<file path="src/rtl/gen_if_pkg.sv">
// Shared types and constants for the generate-if datapath and its skid stage.
// The mode constants name the legal values of the transform-select parameter P.
package gen_if_pkg;

    typedef enum logic [1:0] {
        EMPTY = 2'd0,
        ONE   = 2'd1,
        TWO   = 2'd2
    } skid_state_e;

    localparam int GEN_IF_MODE_PASS = 0;
    localparam int GEN_IF_MODE_INC  = 1;

    localparam int GEN_IF_DEF_WIDTH = 8;
    localparam int GEN_IF_DEF_CNT_W = 16;

endpackage

</file>
<file path="src/rtl/gen_if_xform.sv">
// P-selected data transform (identity or +1 mod 2^WIDTH); combinational, no latency.
// Has no flow control of its own; only the selected datapath is elaborated.
module gen_if_xform
    import gen_if_pkg::*;
#(
    parameter int P     = GEN_IF_MODE_PASS,
    parameter int WIDTH = GEN_IF_DEF_WIDTH
) (
    input  logic [WIDTH-1:0] din,
    output logic [WIDTH-1:0] dout
);

    generate
        if (P == GEN_IF_MODE_PASS) begin : g_pass
            assign dout = din;
        end else if (P == GEN_IF_MODE_INC) begin : g_inc
            assign dout = din + WIDTH'(1);
        end else begin : g_bad_p
            $error("gen_if_xform: P must be 0 (pass) or 1 (increment)");
            assign dout = din;
        end
    endgenerate

endmodule

</file>
<file path="src/rtl/gen_if_skid_stage.sv">
// Registered valid/ready stage applying the P-selected transform on capture; 1-cycle latency when empty.
// Backpressure via a 2-entry skid so in_ready stays registered at full rate; GEN_IF_SKID_STATS_EN adds beat_cnt.
module gen_if_skid_stage
    import gen_if_pkg::*;
#(
    parameter int P     = GEN_IF_MODE_PASS,
    parameter int WIDTH = GEN_IF_DEF_WIDTH,
    parameter int CNT_W = GEN_IF_DEF_CNT_W
) (
    input  logic             clk,
    input  logic             rst_n,
    input  logic             in_valid,
    output logic             in_ready,
    input  logic [WIDTH-1:0] in_data,
    output logic             out_valid,
    input  logic             out_ready,
    output logic [WIDTH-1:0] out_data
`ifdef GEN_IF_SKID_STATS_EN
    ,
    output logic [CNT_W-1:0] beat_cnt
`endif
);

    generate
        if (WIDTH < 1) begin : g_bad_width
            $error("gen_if_skid_stage: WIDTH must be >= 1");
        end
        if (CNT_W < 1) begin : g_bad_cnt_w
            $error("gen_if_skid_stage: CNT_W must be >= 1");
        end
    endgenerate

    skid_state_e      state_q, state_d;
    logic [WIDTH-1:0] data_q, data_d;
    logic [WIDTH-1:0] skid_q, skid_d;
    logic             out_valid_q, out_valid_d;
    logic             in_ready_q, in_ready_d;
    logic [WIDTH-1:0] xf_data;
    logic             in_fire;
    logic             out_fire;

    gen_if_xform #(
        .P     (P),
        .WIDTH (WIDTH)
    ) u_xform (
        .din  (in_data),
        .dout (xf_data)
    );

    // in_ready_q is already low in TWO, so only the output can fire there.
    assign in_fire  = in_valid & in_ready_q;
    assign out_fire = out_valid_q & out_ready;

    always_comb begin
        state_d = state_q;
        data_d  = data_q;
        skid_d  = skid_q;
        case (state_q)
            EMPTY: begin
                if (in_fire) begin
                    state_d = ONE;
                    data_d  = xf_data;
                end
            end
            ONE: begin
                if (in_fire && out_fire) begin
                    data_d = xf_data;
                end else if (in_fire) begin
                    state_d = TWO;
                    skid_d  = xf_data;
                end else if (out_fire) begin
                    state_d = EMPTY;
                end
            end
            TWO: begin
                if (out_fire) begin
                    state_d = ONE;
                    data_d  = skid_q;
                end
            end
            default: state_d = EMPTY;
        endcase
        out_valid_d = (state_d != EMPTY);
        in_ready_d  = (state_d != TWO);
    end

    always_ff @(posedge clk) begin
        if (!rst_n) begin
            state_q     <= EMPTY;
            data_q      <= '0;
            skid_q      <= '0;
            out_valid_q <= 1'b0;
            in_ready_q  <= 1'b0;
        end else begin
            state_q     <= state_d;
            data_q      <= data_d;
            skid_q      <= skid_d;
            out_valid_q <= out_valid_d;
            in_ready_q  <= in_ready_d;
        end
    end

    assign in_ready  = in_ready_q;
    assign out_valid = out_valid_q;
    assign out_data  = data_q;

`ifdef GEN_IF_SKID_STATS_EN
    logic [CNT_W-1:0] beat_cnt_q, beat_cnt_d;

    always_comb begin
        beat_cnt_d = beat_cnt_q;
        if (out_fire) begin
            beat_cnt_d = beat_cnt_q + CNT_W'(1);
        end
    end

    always_ff @(posedge clk) begin
        if (!rst_n) begin
            beat_cnt_q <= '0;
        end else begin
            beat_cnt_q <= beat_cnt_d;
        end
    end

    assign beat_cnt = beat_cnt_q;
`endif

endmodule

</file>
<file path="config.mk">
export PLATFORM = sky130hd
export DESIGN_NAME = gen_if_skid_stage
export DESIGN_NICKNAME = d
export VERILOG_FILES = /design/src/rtl/gen_if_pkg.sv /design/src/rtl/gen_if_xform.sv /design/src/rtl/gen_if_skid_stage.sv
export SDC_FILE = /design/constraint.sdc
export NUM_CORES = 1
export LEC_CHECK = 0
export CAP_MARGIN = 20
export CORE_MARGIN = 4
export CORE_UTILIZATION = 47
export DETAILED_ROUTE_END_ITERATION = 10
export GPL_TIMING_DRIVEN = 0
export PLACE_DENSITY = 0.81
export SLEW_MARGIN = 10
export SYNTH_ARGS = -nofsm -noshare
export SYNTH_HDL_FRONTEND = slang
export SYNTH_SLANG_ARGS = --single-unit
</file>
<file path="constraint.sdc">
create_clock -name clk -period 1.5 [get_ports clk]
set_input_delay 0.3 -clock clk [delete_from_list [all_inputs] [get_ports clk]]
set_output_delay 0.3 -clock clk [all_outputs]
set_load 0.05 [all_outputs]
</file>
==> impl_results.md, run 1 <==
* Status: completed
* Critical path type: reg2out
* DP Worst Slack at -0.294 ns
* IO Count at 22
* Switching Share at roughly 28%
* Slew headroom at 68.2%
* Max Cap Viol at 0
* Core Rows at 15
* Global-route wire length before repair at about 3000 µm
* Initial antenna violation count at 0
* Largest net degree at the start of global routing at 13
* Clock transition at path regs at about 0.13 ns
* Final GP Congestion at 0.720
* Ys Warns at 0
* 1st-iter DRT viols at 8
* Die area at approximately 0.0026 mm²
* Share of layout cells above drive strength 1 at around a fifth
* Sequential share of the synthesized area at between 40 and 50%
* Critical path peak fanout at 2
* GR Overflow Total at 0
* Remaining DRCs at 0
* Vias per cell at roughly 5.2
* Internal power at just over 0.0009 W
* Final cell count without fillers at between 100 and 150
* Static Leak at 0.607 nW
* Initial Util at roughly half
* Worst Hold Path Cells at 2
* Min-Delay Path Class: in2reg
* Hold Violations, Final at 0
* Crit-path cells: clkdlybuf4s15_1
* Clock Sink Count at 20
* Buf+Inv Stages, Crit Path at 1
* Arr. time, crit path at 1.16 ns
* Worst-case clock buffer depth at 2
* TritonCTS clock tree: yes
* Crit path capture type: output pin
* Final Skew at between 0.01 and 0.015 ns
* Crit path time final at roughly 1.5 ns
* RSZ-0062 raised after global routing: false
* Skew-Pair Late Insertion Delay at between 0.3 and 0.4 ns
* Placed cells at ~130
* N_diodes at 0
* TNS Setup at 0 ns
* Vias in the first global route at between 600 and 700
* Syn nets at 96
* TritonCTS buffer count at 3
* CTS HTree Levels at 1
* Synth-to-Final Area Change at 30.4%
* Chip height at about 51 µm
* Mean post-synth cell area at ~11 µm²
* Psw at roughly 0.00036 W
* Slack of the critical path at around 0.043 ns
* Hold-fix buffers at CTS at 0
* Drt total wl at between 1500 and 2000 µm
* Gate Count Post-Synth at 84
* Setup violations, final at 0
* Root Buffer Master: clkbuf_4
* Core ar. at 0.00176 mm²
* WL/cell at 13.5 µm
* CP max stage delay at around 0.49 ns
* Pwr Total at 0.00129 W
* # port buffers at 20
* Antenna-violating nets left at 0
* Worst-Margin Slew at between 0.4 and 0.5 ns
* Max Slew Vio Count at 0
* GR Util All Layers at around 15%
* Tcrit/Tclk final at between 90% and 100%
* Die W at 51.4 µm
* P per Cell Area at 1110 mW/mm²
* Synth Cell Area at ~890 µm²
* Clock power frac at 35.0%
* Most common cell after layout, fill and taps aside: dfxtp_1
* Setup bufs post-CTS at 0
* Yosys cell types at 22
* Routed via count at about 700
* Slowest cell on crit path: clkdlybuf4s15_1
* Min Hold Slack at about 0.36 ns
* DP HPWL at 1350 µm
* CP required at around 1.2 ns
* Worst path depth at 1
* Fmax at 686 MHz
* TritonRoute pass-1 iters at 4
* Maximum vdd drop at approximately 0.00077 V
* Comb pwr share at between 10% and 20%
* Reg2reg path depth at 5
* Final net count at around 120
* Most frequent cells in the layout: 17 x dfxtp_1, 15 x mux2i_1, 10 x clkdlybuf4s50_1, 9 x o21ai_0, 9 x nor2b_1
* CP delay by family, top: buffers and inverters
* #FFs+latches synth at 20
* Proportion of power drawn by flip-flops and latches at between 40% and 50%
* Crit start category: flop
==> power by group through the flow <==
stage | combinational, W | sequential (W) | clock (W)
global route | 0.000270 | 0.000590 | 0.000480
detailed placement | 0.000266 | 0.000596 | 0
floorplan | 0.0000865 | 0.000678 | 0
global placement | 0.000263 | 0.000594 | 0
finish | 0.000251 | 0.000586 | 0.000450
CTS | 0.000255 | 0.000584 | 0.000451
==> worst paths after layout <==
path / from / end / slack (ns)
hold / removal: rst_n / out_data[7] / 0.36
setup / recovery: out_data[2] / out_data[2] / 0.04
setup reg to reg: state_q[0] / out_data[0] / 0.08
hold reg to reg: out_data[5] / out_data[5] / 0.52
==> flip-flops by register name (all words and copies together), names as in the netlist <==
name       cells
in_ready       1
out_data       8
out_valid      1
skid_q         8
state_q        2
==> routing by layer <==
| layer | vias to the layer above | wire, µm | global-route usage [%] |
|---|---|---|---|
| met1 | 320 | 908 | 20.2 |
| met5 | - | 0 | 0 |
| met3 | 5 | 81 | 3.79 |
| met2 | 14 | 761 | 22.5 |
| met4 | 0 | 47 | 9.17 |
| li1 | 353 | - | - |
==> per-stage QoR <==
| stage | instance area (µm²) | util [%] |
|---|---|---|
| 3_3_place_gp | 1120 | 63.5 |
| 5_1_grt | 1150 | 65.5 |
| 4_1_cts | 1170 | 66.3 |
| 6_report | 1150 | 65.5 |
| 2_1_floorplan | 888 | - |
| 3_5_place_dp | 1120 | 63.5 |
==> cells in the mapped netlist <==
cell,number,area (µm²)
nand2_1,3,11.3
buf_4,1,7.51
buf_6,1,11.3
nand4_1,1,6.26
nor2_1,1,3.75
and2_1,2,12.5
o211a_1,8,80.1
o22ai_2,1,12.5
nand3b_1,1,7.51
o21a_1,1,7.51
nand3_1,1,5.00
nand3_2,1,10.0
clkbuf_1,2,7.51
a21boi_0,2,15.0
o21ai_0,9,45.0
nand2b_1,1,6.26
a21oi_1,1,5.00
and3b_1,1,8.76
or2_1,1,6.26
dfxtp_1,20,400
mux2i_1,16,160
nor2b_1,9,56.3
==> worst register-to-register path: cells and delay by family, from the launching register on <==
| family | cells | cell delay [ns] |
|---|---|---|
| compound gates | 2 | 0.29 |
| mux | 1 | 0.24 |
| simple gates | 1 | 0.21 |
| flops | 1 | 0.41 |
| buf+inv | 1 | 0.19 |
==> repair_timing <==
item,CTS,global route
gates resized for setup,18,17
endpoints found under the setup margin,10,16
endpoints found under the hold margin,0,0
==> layout make-up <==
| type | instances | area (µm²) |
|---|---|---|
| buffer | 4 | 30.0 |
| tap | 25 | 31.3 |
| sequential | 20 | 404 |
| fill | 152 | 609 |
| multi-input combinational | 60 | 475 |
| clock buffer | 3 | 22.5 |
| clock inverter | 1 | 30.0 |
| timing repair buffer | 20 | 161 |
==> cell families after synthesis <==
family / after synthesis / share of synthesized area [%]
compound gates: 22 / 18.6
simple gates: 22 / 15.1
flops: 20 / 45.2
mux: 16 / 18.1
buf+inv: 4 / 2.97
(Power assumes the default switching activity.)
==> inputs of run 2 (changes only) <==
==> constraint.sdc (replaced) <==
create_clock -name clk -period 1.4 [get_ports clk]
set_input_delay 0.28 -clock clk [delete_from_list [all_inputs] [get_ports clk]]
set_output_delay 0.28 -clock clk [all_outputs]
set_load 0.05 [all_outputs]
==> run 2 against run 1 <==
- the flow now finishes with violations (setup timing)
- worst hold slack got worse by 0.012 ns
- register-to-register slack worse by 0.09 ns
- sequential power up 7.0%
- core utilization up 3.2 points
- clock skew down 0.0023 ns
- clock power shrank 25%
- count of clock-buffer cells in the layout is 1 higher
- die area unchanged
- final cell count increased by 1.5%
- critical endpoint is now out_data[2]
- largest power group unchanged
==> impl_results.md, run 2 (synthesized netlist as in run 1, its figures left out) <==
* Min-Delay Path Class: in2reg
* Drt total wl at 1810 µm (+0.39%)
* Worst Hold Path Cells at 2 (unchanged)
* Crit-path cells: nand3b_1 -> o22ai_4 -> or2_1 -> buf_6 -> o211a_1
* Reg2Reg Capture Point: out_data[2]
* Number of fill cells at 154 (+1.3%)
* Arr. time, crit path at 1.63 ns (+0.47 ns)
* Critical path peak fanout at 8 (+6)
* Vias in the first global route at 680 (+0.59%)
* CP max stage delay at 0.38 ns (-0.11 ns)
* Max Slew Vio Count at 0 (unchanged)
* CP delay by family, top: simple AND/OR/NAND/NOR gates
* N_diodes at 0 (unchanged)
* RSZ-0062 raised after global routing: true
* Final Skew at 0.00951 ns (-0.00226 ns)
* Chip height at 51.4 µm (unchanged)
* Pwr Total at 0.00125 W (-2.6%)
* Worst-Margin Slew at 0.386 ns (-0.0929 ns)
* Clock transition at path regs at 0.12 ns (about the same)
* TritonCTS buffer count at 3 (unchanged)
* Clock Sink Count at 20 (unchanged)
* WL/cell at 13.4 µm (-1.1%)
* Maximum vdd drop at 0.000752 V (-2.9%)
* Remaining DRCs at 0 (unchanged)
* Die W at 51.4 µm (unchanged)
* Root Buffer Master: clkbuf_4
* Initial antenna violation count at 0 (unchanged)
* Initial Util at 50.2% (unchanged)
* Crit start category: flop
* Skew-Pair Late Insertion Delay at 0.30 ns (about the same)
* Fmax at about 710 MHz
* CP required at 1.61 ns (+0.41 ns)
* R2R Path Start: state_q[1]
* Reg2reg path depth at 5 (unchanged)
* 1st-iter DRT viols at 10 (+2)
* Critical path type: reg2reg
* P per Cell Area at 1040 mW/mm² (-7.1%)
* Buf+Inv Stages, Crit Path at 1 (unchanged)
* Final net count at 123 (+1.7%)
* Min Hold Slack at 0.349 ns (-0.0123 ns)
* Global-route wire length before repair at 3120 µm (+4.1%)
* TritonCTS clock tree: yes
* Core Rows at 15 (unchanged)
* Share of layout cells above drive strength 1 at 24.5% (+3.2 points)
* Routed via count at 704 (+1.7%)
* IO Count at 22 (unchanged)
* Hold Violations, Final at 0 (unchanged)
* Die area at 0.00264 mm² (unchanged)
* Hold wc startpoint: rst_n
* TritonRoute pass-1 iters at 4 (unchanged)
* GR Util All Layers at 16.1% (+0.70 points)
* Failing checks: setup timing
* CTS HTree Levels at 1 (unchanged)
* Final cell count without fillers at 135 (+1.5%)
* Max Cap Viol at 0 (unchanged)
* Slew headroom at 74.3% (+6.1 points)
* Slowest cell on crit path: dfxtp_2
* Placed cells at 129 (unchanged)
* Status: complete, but fails checks
* Tcrit/Tclk final at 101%
* Static Leak at 0.616 nW (+1.4%)
* Largest net degree at the start of global routing at 12 (-1)
* DP HPWL at 1270 µm (-5.7%)
* GR Overflow Total at 0 (unchanged)
* Setup violations, final at 5 (+5)
* Antenna-violating nets left at 0 (unchanged)
* Final GP Congestion at 0.824 (+14%)
* Core ar. at 0.00176 mm² (unchanged)
* TNS Setup at -0.0367 ns (-0.0367 ns)
* Slack of the critical path at -0.0132 ns (-0.0563 ns)
* Most frequent cells in the layout: 16 x mux2i_1, 16 x dfxtp_1, 10 x clkdlybuf4s15_2
* Min-Delay Endpoint: state_q[0]
* # port buffers at 20 (unchanged)
* Fin util at 68.7% (+3.2 points)
* Crit path capture type: flop
* Crit path time final at ~1.4 ns
* Synth-to-Final Area Change at 36.7%
* Worst-case clock buffer depth at 2 (unchanged)
* Vias per cell at 5.21 (+0.23%)
* R2R Setup Slk at -0.01 ns (-0.09 ns)
run 2: worst max path at each step:
stage               cells after the start     endpoint        from  slack (ns)
finish                                  5  out_data[2]  state_q[1]       -0.01
floorplan                               5  out_data[0]   out_valid       0.007
CTS                                     5  out_data[0]  state_q[0]        0.01
global placement                        6  out_data[1]   out_ready       -0.36
detailed placement                      6  out_data[7]   out_ready       -0.37
global route                            5  out_data[6]  state_q[1]       -0.06
run 2: report_power, final:
part / switching [W] / total, W / internal, W / leakage, nW
Clock: 0.000178 / 0.000337 / 0.000159 / 0.0210
Sequential: 0.0000236 / 0.000627 / 0.000604 / 0.165
Combinational: 0.000167 / 0.000290 / 0.000123 / 0.430
Total: 0.000369 / 0.00125 / 0.000885 / 0.616
run 2: final cells by class:
class	count	area (µm²)	share of cell area, %
Multi-Input combinational cell	60	479	39.6
Sequential cell	20	408	33.7
Timing Repair Buffer	22	226	18.7
Clock buffer	4	36.3	3.00
Tap cell	25	31.3	2.58
Buffer	4	30.0	2.48
run 2: layer usage:
layer	global-route usage, %	routed length, µm
met1	21.2	881
met2	23.5	799
met3	4.08	84
met4	9.17	40
met5	0	0
run 2: what timing repair did:
action	CTS	global route
pin swaps	2	2
gates resized for setup	37	2
setup buffers	2	0
hold buffers	0	0
endpoints found under the setup margin	18	8
run 2: through the flow:
stage / area, µm² / worst slack (ns)
after CTS: 1210 / 0.0121
after detailed placement: 1120 / -0.368
after global placement: 1120 / -0.357
after floorplan: 891 / 0.00668
after global routing: 1210 / -0.0614
final: 1210 / -0.0132
run 2: worst reg2reg max path: stages, from the launching register on:
cell and delay, ns:
dfxtp_2 0.38, nand3b_1 0.24, o22ai_4 0.12, or2_1 0.23, buf_6 0.14, o211a_1 0.21
==> inputs of run 3 (changes only) <==
--- a/config.mk
+++ b/config.mk
@@ -5,9 +5,10 @@
 export SDC_FILE = /design/constraint.sdc
 export NUM_CORES = 1
 export LEC_CHECK = 0
+export ABC_AREA = 1
 export CAP_MARGIN = 20
 export CORE_MARGIN = 4
-export CORE_UTILIZATION = 47
+export CORE_UTILIZATION = 48
 export DETAILED_ROUTE_END_ITERATION = 10
 export GPL_TIMING_DRIVEN = 0
 export PLACE_DENSITY = 0.81
==> constraint.sdc (replaced) <==
create_clock -name clk -period 1.6 [get_ports clk]
set_input_delay 0.32 -clock clk [delete_from_list [all_inputs] [get_ports clk]]
set_output_delay 0.32 -clock clk [all_outputs]
set_load 0.05 [all_outputs]
==> run 3 against run 2 <==
- area after synthesis is 12% higher
- design area is 4.2% higher
- critical path type is now reg2out
- first-iteration DRC count is 70% higher
- global-route usage is 1.3 points higher
- count of clock-buffer cells in the layout is 1 lower
- highest routed layer unchanged
- the flow now finishes without violations
- non-clock buffer count is 1 lower
- final cell count is 46% higher
- synthesized cell count is 74% higher
- sequential power is 12% lower
- largest power group unchanged
- wire length is 13% higher
- register-to-register slack better by 0.31 ns
==> impl_results.md, run 3 <==
* Placed cells at 193 (+50%)
* Slack of the critical path at 0.0786 ns (+0.0917 ns)
* Core ar. at 0.00196 mm² (+11%)
* Number of fill cells at 207 (+34%)
* Async S/R FF share, synth at 0% (unchanged)
* Maximum vdd drop at 0.000754 V (+0.38%)
* Final cell count without fillers at 197 (+46%)
* Hold-fix buffers at CTS at 0 (unchanged)
* TritonCTS clock tree: yes
* 1st-iter DRT viols at 17 (+7)
* Status: completed
* Clock Sink Count at 20 (unchanged)
* WL/cell at 10.4 µm (-23%)
* Multi-input gate area at 490 µm² (+2.3%)
* Mean post-synth cell area at 6.77 µm² (-36%)
* Synth-to-Final Area Change at 27.7%
* Crit path time final at roughly 1.5 ns
* Reg2reg path depth at 8 (+3)
* TritonCTS buffer count at 3 (unchanged)
* N_diodes at 0 (unchanged)
* Post-synth EDFFs at 0 (unchanged)
* Final net count at 183 (+49%)
* Largest net degree at the start of global routing at 13 (+1)
* #FFs+latches synth at 20 (unchanged)
* Static Leak at 0.646 nW (+4.9%)
* Gate Count Post-Synth at 146 (+74%)
* Min Hold Slack at 0.390 ns (+0.0420 ns)
* Yosys cell types at 19 (-14%)
* Core Rows at 16 (+1)
* Yosys top cell area share at 40.5% (-4.7 points)
* IO Count at 22 (unchanged)
* Most frequent cells in the layout: 46 x nand2_1, 35 x nor2_1, 20 x dfxtp_1, 13 x inv_1
* Crit start category: flop
* Initial antenna violation count at 0 (unchanged)
* Crit path capture type: output pin
* Slowest cell on crit path: dlygate4sd2_1
* Clock transition at path regs at 0.12 ns (about the same)
* Most frequent cells after synthesis: 46 x nand2_1, 35 x nor2_1, 20 x dfxtp_1
* Skew-Pair Late Insertion Delay at 0.30 ns (about the same)
* Fin util at 64.3% (-4.3 points)
* TritonRoute pass-1 iters at 4 (unchanged)
* Critical path type: reg2out
* Routed via count at 909 (+29%)
* Die W at 53.4 µm (+3.8%)
* Crit-path cells: dlygate4sd2_1
* Syn nets at 158 (+65%)
* Critical path peak fanout at 3 (-5)
* Antenna-violating nets left at 0 (unchanged)
* Synth Cell Area at 988 µm² (+12%)
* Remaining DRCs at 0 (unchanged)
* R2R Path Start: state_q[0]
* R2R Setup Slk at 0.30 ns (+0.31 ns)
* Vias in the first global route at 894 (+31%)
* # port buffers at 20 (unchanged)
* Worst Hold Path Cells at 3 (+1)
* DP Worst Slack at -0.0478 ns (+0.321 ns)
* CP delay by family, top: buffers and inverters
* Hold wc startpoint: rst_n
* Final Skew at 0.00683 ns (-0.00268 ns)
* Vias per cell at 4.61 (-12%)
* Global-route wire length before repair at 3650 µm (+17%)
* Post_cts resized at 10 (-73%)
* Most common cell after layout, fill and taps aside: nand2_1
* Buf+Inv Stages, Crit Path at 1 (unchanged)
* CP required at 1.28 ns (-0.33 ns)
* Slew headroom at 67.2% (-7.0 points)
* Drt total wl at 2040 µm (+13%)
* Seq. cell area at 400 µm² (-1.8%)
* Hold Violations, Final at 0 (unchanged)
* Post-synth top area cell: dfxtp_1
* Ys Warns at 0 (unchanged)
* Worst-case clock buffer depth at 2 (unchanged)
* Max Slew Vio Count at 0 (unchanged)
* Worst-Margin Slew at 0.493 ns (+0.108 ns)
* RSZ-0062 raised after global routing: false
* Sequential share of the synthesized area at 40.5% (-4.7 points)
* Root Buffer Master: clkbuf_4
* Share of layout cells above drive strength 1 at 8.82% (-16 points)
* Reg2Reg Capture Point: out_data[2]
* DP HPWL at 1570 µm (+24%)
* Ys flop type: dfxtp_1
* Final GP Congestion at 0.766 (-7.0%)
* Min-Delay Path Class: in2reg
* GR Overflow Total at 0 (unchanged)
* Most frequent cell after synthesis: nand2_1
* Setup violations, final at 0 (-5)
* CTS HTree Levels at 1 (unchanged)
* Initial Util at 50.4% (+0.17 points)
* Arr. time, crit path at 1.20 ns (-0.43 ns)
* P per Cell Area at 996 mW/mm² (-3.8%)
* Setup bufs post-CTS at 0 (-2)
* Chip height at 53.4 µm (+3.8%)
* Tcrit/Tclk final at between 90% and 100%
* GR Util All Layers at 17.4% (+1.3 points)
* Fmax at 657 MHz
* TNS Setup at 0 ns (+0.0367 ns)
* Die area at 0.00285 mm² (+7.8%)
* CP max stage delay at 0.54 ns (+0.16 ns)
* Synth area leaders: dfxtp_1 41%, nand2_1 17%, nor2_1 13%
* Max Cap Viol at 0 (unchanged)
* Min-Delay Endpoint: skid_q[3]
## run 3: area by class of cell
type,instances,share of cell area (%)
Multi-Input combinational cell,107,38.9
Sequential cell,20,31.7
Timing Repair Buffer,20,14.9
Inverter,14,4.16
Buffer,5,3.57
Tap cell,27,2.68
Clock inverter,1,2.38
Clock buffer,3,1.78
## run 3: routing by layer
layer	vias up	track usage (%)	routed length, µm
met1	395	20.8	965
met5	-	0	0
li1	493	-	-
met4	0	8.09	31
met2	17	30.0	966
met3	4	2.54	76
## run 3: worst max-delay path by stage
stage / from / to / slack [ns] / cells after the start
CTS: in_ready / in_ready / 0.06 / 1
finish: in_ready / in_ready / 0.08 / 1
global placement: in_valid / out_data[0] / 0.009 / 7
detailed placement: in_valid / out_data[1] / -0.05 / 7
global route: in_ready / in_ready / 0.03 / 1
floorplan: in_ready / out_data[0] / 0.15 / 6
## run 3: report_power, final
group / switching, W / leakage [nW] / internal [W]
Combinational: 0.000196 / 0.454 / 0.000101
Sequential: 0.0000177 / 0.164 / 0.000532
Clock: 0.000156 / 0.0279 / 0.000253
Total: 0.000370 / 0.646 / 0.000887
## run 3: cell families (layout without fill, tap and decap cells)
kind of cell	count (synthesis)	after routing	synth area share, %
AOI/OAI and AO/OA	5	5	3.16
buffers and inverters	19	43	9.87
DFF	20	20	40.5
and+or+nand+nor	102	102	46.5
## run 3: metrics by stage
step / total power [W] / area [µm²]
detailed placement: 0.000877 / 1220
CTS: 0.00126 / 1260
global route: 0.00132 / 1260
global placement: 0.000870 / 1220
finish: 0.00126 / 1260
floorplan: 0.000777 / 988
